<file path="src/rtl/sync_pkg.sv">
// Shared constants and helpers for the input synchroniser bank and its channels.
package sync_pkg;

  localparam int SYNC_STAGES_MIN = 2;

  // Counter width able to hold 0..len, never narrower than one bit.
  function automatic int cnt_width(input int len);
    int w;
    w = $clog2(len + 1);
    return (w < 1) ? 1 : w;
  endfunction

endpackage

</file>
<file path="src/rtl/sync_chan.sv">
// One synchroniser channel: metastability chain, optional debounce filter and
// registered-level edge detection.
module sync_chan
  import sync_pkg::*;
#(
  parameter int   STAGES    = 3,
  parameter int   FILT_LEN  = 0,
  parameter logic RESET_VAL = 1'b0
) (
  input  logic clk,
  input  logic reset_n,
  input  logic i_async,
  output logic o_level,
  output logic o_rise,
  output logic o_fall
);

  logic [STAGES-1:0] r_chain;
  logic              r_prev;
  logic              w_raw;
  logic              w_level;

  if (STAGES < SYNC_STAGES_MIN) begin : g_stage_check
    $error("sync_chan: STAGES must be at least %0d", SYNC_STAGES_MIN);
  end

  always_ff @(posedge clk or negedge reset_n) begin
    if (!reset_n) begin
      r_chain <= {STAGES{RESET_VAL}};
    end else begin
      r_chain <= {r_chain[STAGES-2:0], i_async};
    end
  end

  assign w_raw = r_chain[STAGES-1];

  // A disagreement must persist FILT_LEN consecutive cycles before the level moves.
  if (FILT_LEN > 0) begin : g_filter
    localparam int            CW   = cnt_width(FILT_LEN);
    localparam logic [CW-1:0] LAST = CW'(FILT_LEN - 1);

    logic          r_filt;
    logic [CW-1:0] r_cnt;

    always_ff @(posedge clk or negedge reset_n) begin
      if (!reset_n) begin
        r_filt <= RESET_VAL;
        r_cnt  <= '0;
      end else if (w_raw == r_filt) begin
        r_cnt <= '0;
      end else if (r_cnt == LAST) begin
        r_filt <= w_raw;
        r_cnt  <= '0;
      end else begin
        r_cnt <= r_cnt + CW'(1);
      end
    end

    assign w_level = r_filt;
  end else begin : g_bypass
    assign w_level = w_raw;
  end

  always_ff @(posedge clk or negedge reset_n) begin
    if (!reset_n) begin
      r_prev <= RESET_VAL;
    end else begin
      r_prev <= w_level;
    end
  end

  assign o_level = w_level;
  assign o_rise  = w_level & ~r_prev;
  assign o_fall  = ~w_level & r_prev;

endmodule

</file>
<file path="src/rtl/input_sync_bank.sv">
// Bank of independent input synchronisers; any_change flags an edge on any channel.
module input_sync_bank
  import sync_pkg::*;
#(
  parameter int   N_CH      = 2,
  parameter int   STAGES    = 3,
  parameter int   FILT_LEN  = 0,
  parameter logic RESET_VAL = 1'b0
) (
  input  logic            clk,
  input  logic            reset_n,
  input  logic [N_CH-1:0] async_in,
  output logic [N_CH-1:0] sync_out,
  output logic [N_CH-1:0] rise_pulse,
  output logic [N_CH-1:0] fall_pulse,
  output logic            any_change
);

  for (genvar g = 0; g < N_CH; g++) begin : g_chan
    sync_chan #(
      .STAGES    (STAGES),
      .FILT_LEN  (FILT_LEN),
      .RESET_VAL (RESET_VAL)
    ) u_chan (
      .clk     (clk),
      .reset_n (reset_n),
      .i_async (async_in[g]),
      .o_level (sync_out[g]),
      .o_rise  (rise_pulse[g]),
      .o_fall  (fall_pulse[g])
    );
  end

  assign any_change = |(rise_pulse | fall_pulse);

endmodule

</file>
<file path="config.mk">
export PLATFORM = sky130hd
export DESIGN_NAME = input_sync_bank
export DESIGN_NICKNAME = d
export VERILOG_FILES = /design/src/rtl/sync_pkg.sv /design/src/rtl/sync_chan.sv /design/src/rtl/input_sync_bank.sv
export SDC_FILE = /design/constraint.sdc
export NUM_CORES = 1
export LEC_CHECK = 0
export CAP_MARGIN = 0
export CORE_AREA = 2 2 39 41
export CTS_CLUSTER_SIZE = 12
export DETAILED_ROUTE_END_ITERATION = 6
export DIE_AREA = 0 0 41 43
export GPL_TIMING_DRIVEN = 0
export HOLD_SLACK_MARGIN = 0.12
export PLACE_DENSITY_LB_ADDON = 0.25
export SLEW_MARGIN = 20
export SYNTH_ARGS = -nofsm -noshare
export SYNTH_HDL_FRONTEND = slang
export SYNTH_SLANG_ARGS = --single-unit
</file>
<file path="constraint.sdc">
create_clock -name clk -period 0.9 [get_ports clk]
set_clock_uncertainty 0.15 [all_clocks]
set_input_delay 0.135 -clock clk [delete_from_list [all_inputs] [get_ports clk]]
set_output_delay 0.135 -clock clk [all_outputs]
set_load 0.01 [all_outputs]
</file>
==> impl_metrics.sql <==
INSERT INTO impl_metrics (metric_group, metric, value, unit) VALUES
('run_status', 'status', 'complete, but fails checks', ''),
('run_status', 'violations', 'setup timing', ''),
('logic_synthesis', 'syn-instance-count', '23', ''),
('logic_synthesis', 'seq_area_frac_synth', '0.637', ''),
('cts', 'clock_tree.buffer_depth', '2', ''),
('sta', 'max_transition_viols_final', '0', ''),
('floorplan', 'die_x', '41', 'um'),
('setup_path', 'worstPathRequired', '0.61', 'ns'),
('placement', 'placement.io_buffers', '10', ''),
('cells_and_area', 'antennaDiodeCount', '0', ''),
('cells_and_area', 'stdcell_count', '53', ''),
('power_and_ir_drop', 'power_report.internal_total', '612', 'uW'),
('logic_synthesis', 'yosysWarnings', '0', ''),
('routing', 'first_pass_iters', '1', ''),
('setup_path', 'timing.critical_path.fanout_max', '3', ''),
('cts', 'num_cts_buffers', '3', ''),
('power_and_ir_drop', 'worst_ir_drop_vdd', '0.000644', 'V'),
('cts', 'htree_levels', '1', ''),
('routing', 'avgViaCountPerCell', '3.45', ''),
('power_and_ir_drop', 'static_leakage_power', '0.000253', 'uW'),
('grt', 'grt_first_pass_wirelength', '572', 'um'),
('logic_synthesis', 'synth.largest_area_cell', 'dfrtp_1', ''),
('cells_and_area', 'final_cell_mix', 'buf_6, dfrtp_1, buf_4', ''),
('power_and_ir_drop', 'seq_pwr_share', '0.498', ''),
('cells_and_area', 'register_area', '200', 'um^2'),
('routing', 'wirelength', '392', 'um'),
('cells_and_area', 'final_common_cell', 'buf_6', ''),
('logic_synthesis', 'synth.distinct_cells', '5', ''),
('routing', 'wl_met3', '35', 'um'),
('logic_synthesis', 'syn_nets', '31', ''),
('grt', 'grt.total_usage', '0.0540', ''),
('logic_synthesis', 'ys_top_cells_by_area', 'dfrtp_1, ha_1, buf_4', ''),
('setup_path', 'cp_num_buf_inv', '1', ''),
('setup_path', 'worstSetupPathType', 'flip-flop to output pin', ''),
('power_and_ir_drop', 'comb_power_share', '0.166', ''),
('sta', 'worstMarginPinSlew', '0.348', 'ns'),
('placement', 'place.gp.congestion', '0.581', ''),
('floorplan', 'fp.dieArea', '1760', 'um^2'),
('grt', 'vias_in_the_first_global_route', '178', ''),
('cts', 'cts_root_buf', 'clkbuf_4', ''),
('sta', 'timing.final.hold_violations', '0', ''),
('floorplan', 'core_region_area', '1380', 'um^2'),
('cts', 'cts.clk_slew.worst_paths', '0.05', 'ns'),
('cts', 'clock_tree_from_tritoncts', 'done', ''),
('cells_and_area', 'syn2layout_area_growth', '66.9', '%'),
('power_and_ir_drop', 'p_total', '780', 'uW'),
('sta', 'unrepaired_setup_endpoints_after_global_routing', 'true', ''),
('setup_path', 'critical-path-slowest-cell', 'dfrtp_1', ''),
('placement', 'placed_cells', '49', ''),
('routing', 'highest_layer', 'met3', ''),
('logic_synthesis', 'yosys.area.top_type_share', '0.637', ''),
('floorplan', 'ios', '11', ''),
('setup_path', 'r2r_cells', '1', ''),
('setup_path', 'setup.worst_path.end_class', 'output pin', ''),
('power_and_ir_drop', 'switching_share', '0.214', ''),
('routing', 'ant_nets', '0', ''),
('grt', 'grt_remaining_overflow', '0', ''),
('power_and_ir_drop', 'power_density', '1490', 'nW/um^2'),
('routing', 'detailroute.via_count', '183', ''),
('floorplan', 'die_y', '43', 'um'),
('cells_and_area', 'filler_cell_count', '136', ''),
('cells_and_area', 'multi_input_comb_area', '93.8', 'um^2'),
('placement', 'pre_cts_slack', '-0.664', 'ns'),
('sta', 'setup_viol', '7', ''),
('sta', 'worst_slew_margin_rel', '0.767', ''),
('cts', 'clock-sinks', '8', ''),
('setup_path', 'critical_path.max_stage_delay', '0.40', 'ns'),
('sta', 'max_freq', '724', 'MHz'),
('floorplan', 'rows', '14', ''),
('sta', 'totalNegativeSetupSlack', '-2.83', 'ns'),
('sta', 'finalWorstSetupSlack', '-0.481', 'ns');
cells in the mapped netlist:
cell,number
ha_1,4
inv_1,4
buf_4,6
nand2_1,1
dfrtp_1,8
metal layers:
layer / global-route usage / up-vias
li1: - / 89
met1: 0.0438 / 85
met2: 0.0781 / 9
met3: 0.0157 / 0
met4: 0.0800 / 0
met5: 0 / -
final timing paths:
check	end	slack [ns]	startpoint
setup / recovery	any_change	-0.48	g_chan[1].u_chan.r_chain[2]
hold / removal	g_chan[0].u_chan.r_chain[1]	0.01	reset_n
setup reg to reg	g_chan[0].u_chan.r_prev	0.07	g_chan[0].u_chan.r_chain[2]
hold reg to reg	g_chan[1].u_chan.r_chain[2]	0.19	g_chan[1].u_chan.r_chain[1]
max in group asynchronous	g_chan[1].u_chan.r_chain[1]	0.34	reset_n
min in group clk	g_chan[1].u_chan.r_chain[0]	0.18	async_in[1]
metrics by stage:
stage	util	cell area, um^2
4_1_cts	0.345	478
3_3_place_gp	0.325	449
3_5_place_dp	0.325	449
2_1_floorplan	-	329
6_report	0.379	524
5_1_grt	0.379	524
registers in the layout (all words and copies together), names as in the netlist:
| name | flops |
|---|---|
| g_chan.u_chan.r_chain | 6 |
| g_chan.u_chan.r_prev | 2 |
power by group through the flow:
stage          sequential [uW]  clock [uW]  combinational [uW]
2_1_floorplan              392           0                50.8
3_3_place_gp               393           0                 107
3_5_place_dp               394           0                 108
4_1_cts                    386         276                 114
5_1_grt                    390         295                 141
6_report                   388         262                 129
what timing repair did:
item                                    CTS  global route
endpoints found under the hold margin     8             8
pin swaps                                 0             0
cloned                                    0             0
endpoints found under the setup margin    7             7
buffers inserted                          3             1
gates resized for setup                  34             8
layout make-up:
| type | instances | share of cell area |
|---|---|---|
| Timing Repair Buffer | 14 | 0.279 |
| Inverter | 4 | 0.0286 |
| Buffer | 3 | 0.0501 |
| Tap cell | 16 | 0.0382 |
| Sequential cell | 8 | 0.382 |
| Clock buffer | 3 | 0.0430 |
| Multi-Input combinational cell | 5 | 0.179 |
logic make-up after synthesis:
group / synth area share
DFF: 0.637
and+or+nand+nor: 0.0119
buffers and inverters: 0.191
adders and majority gates: 0.159
(Power assumes the default switching activity.)
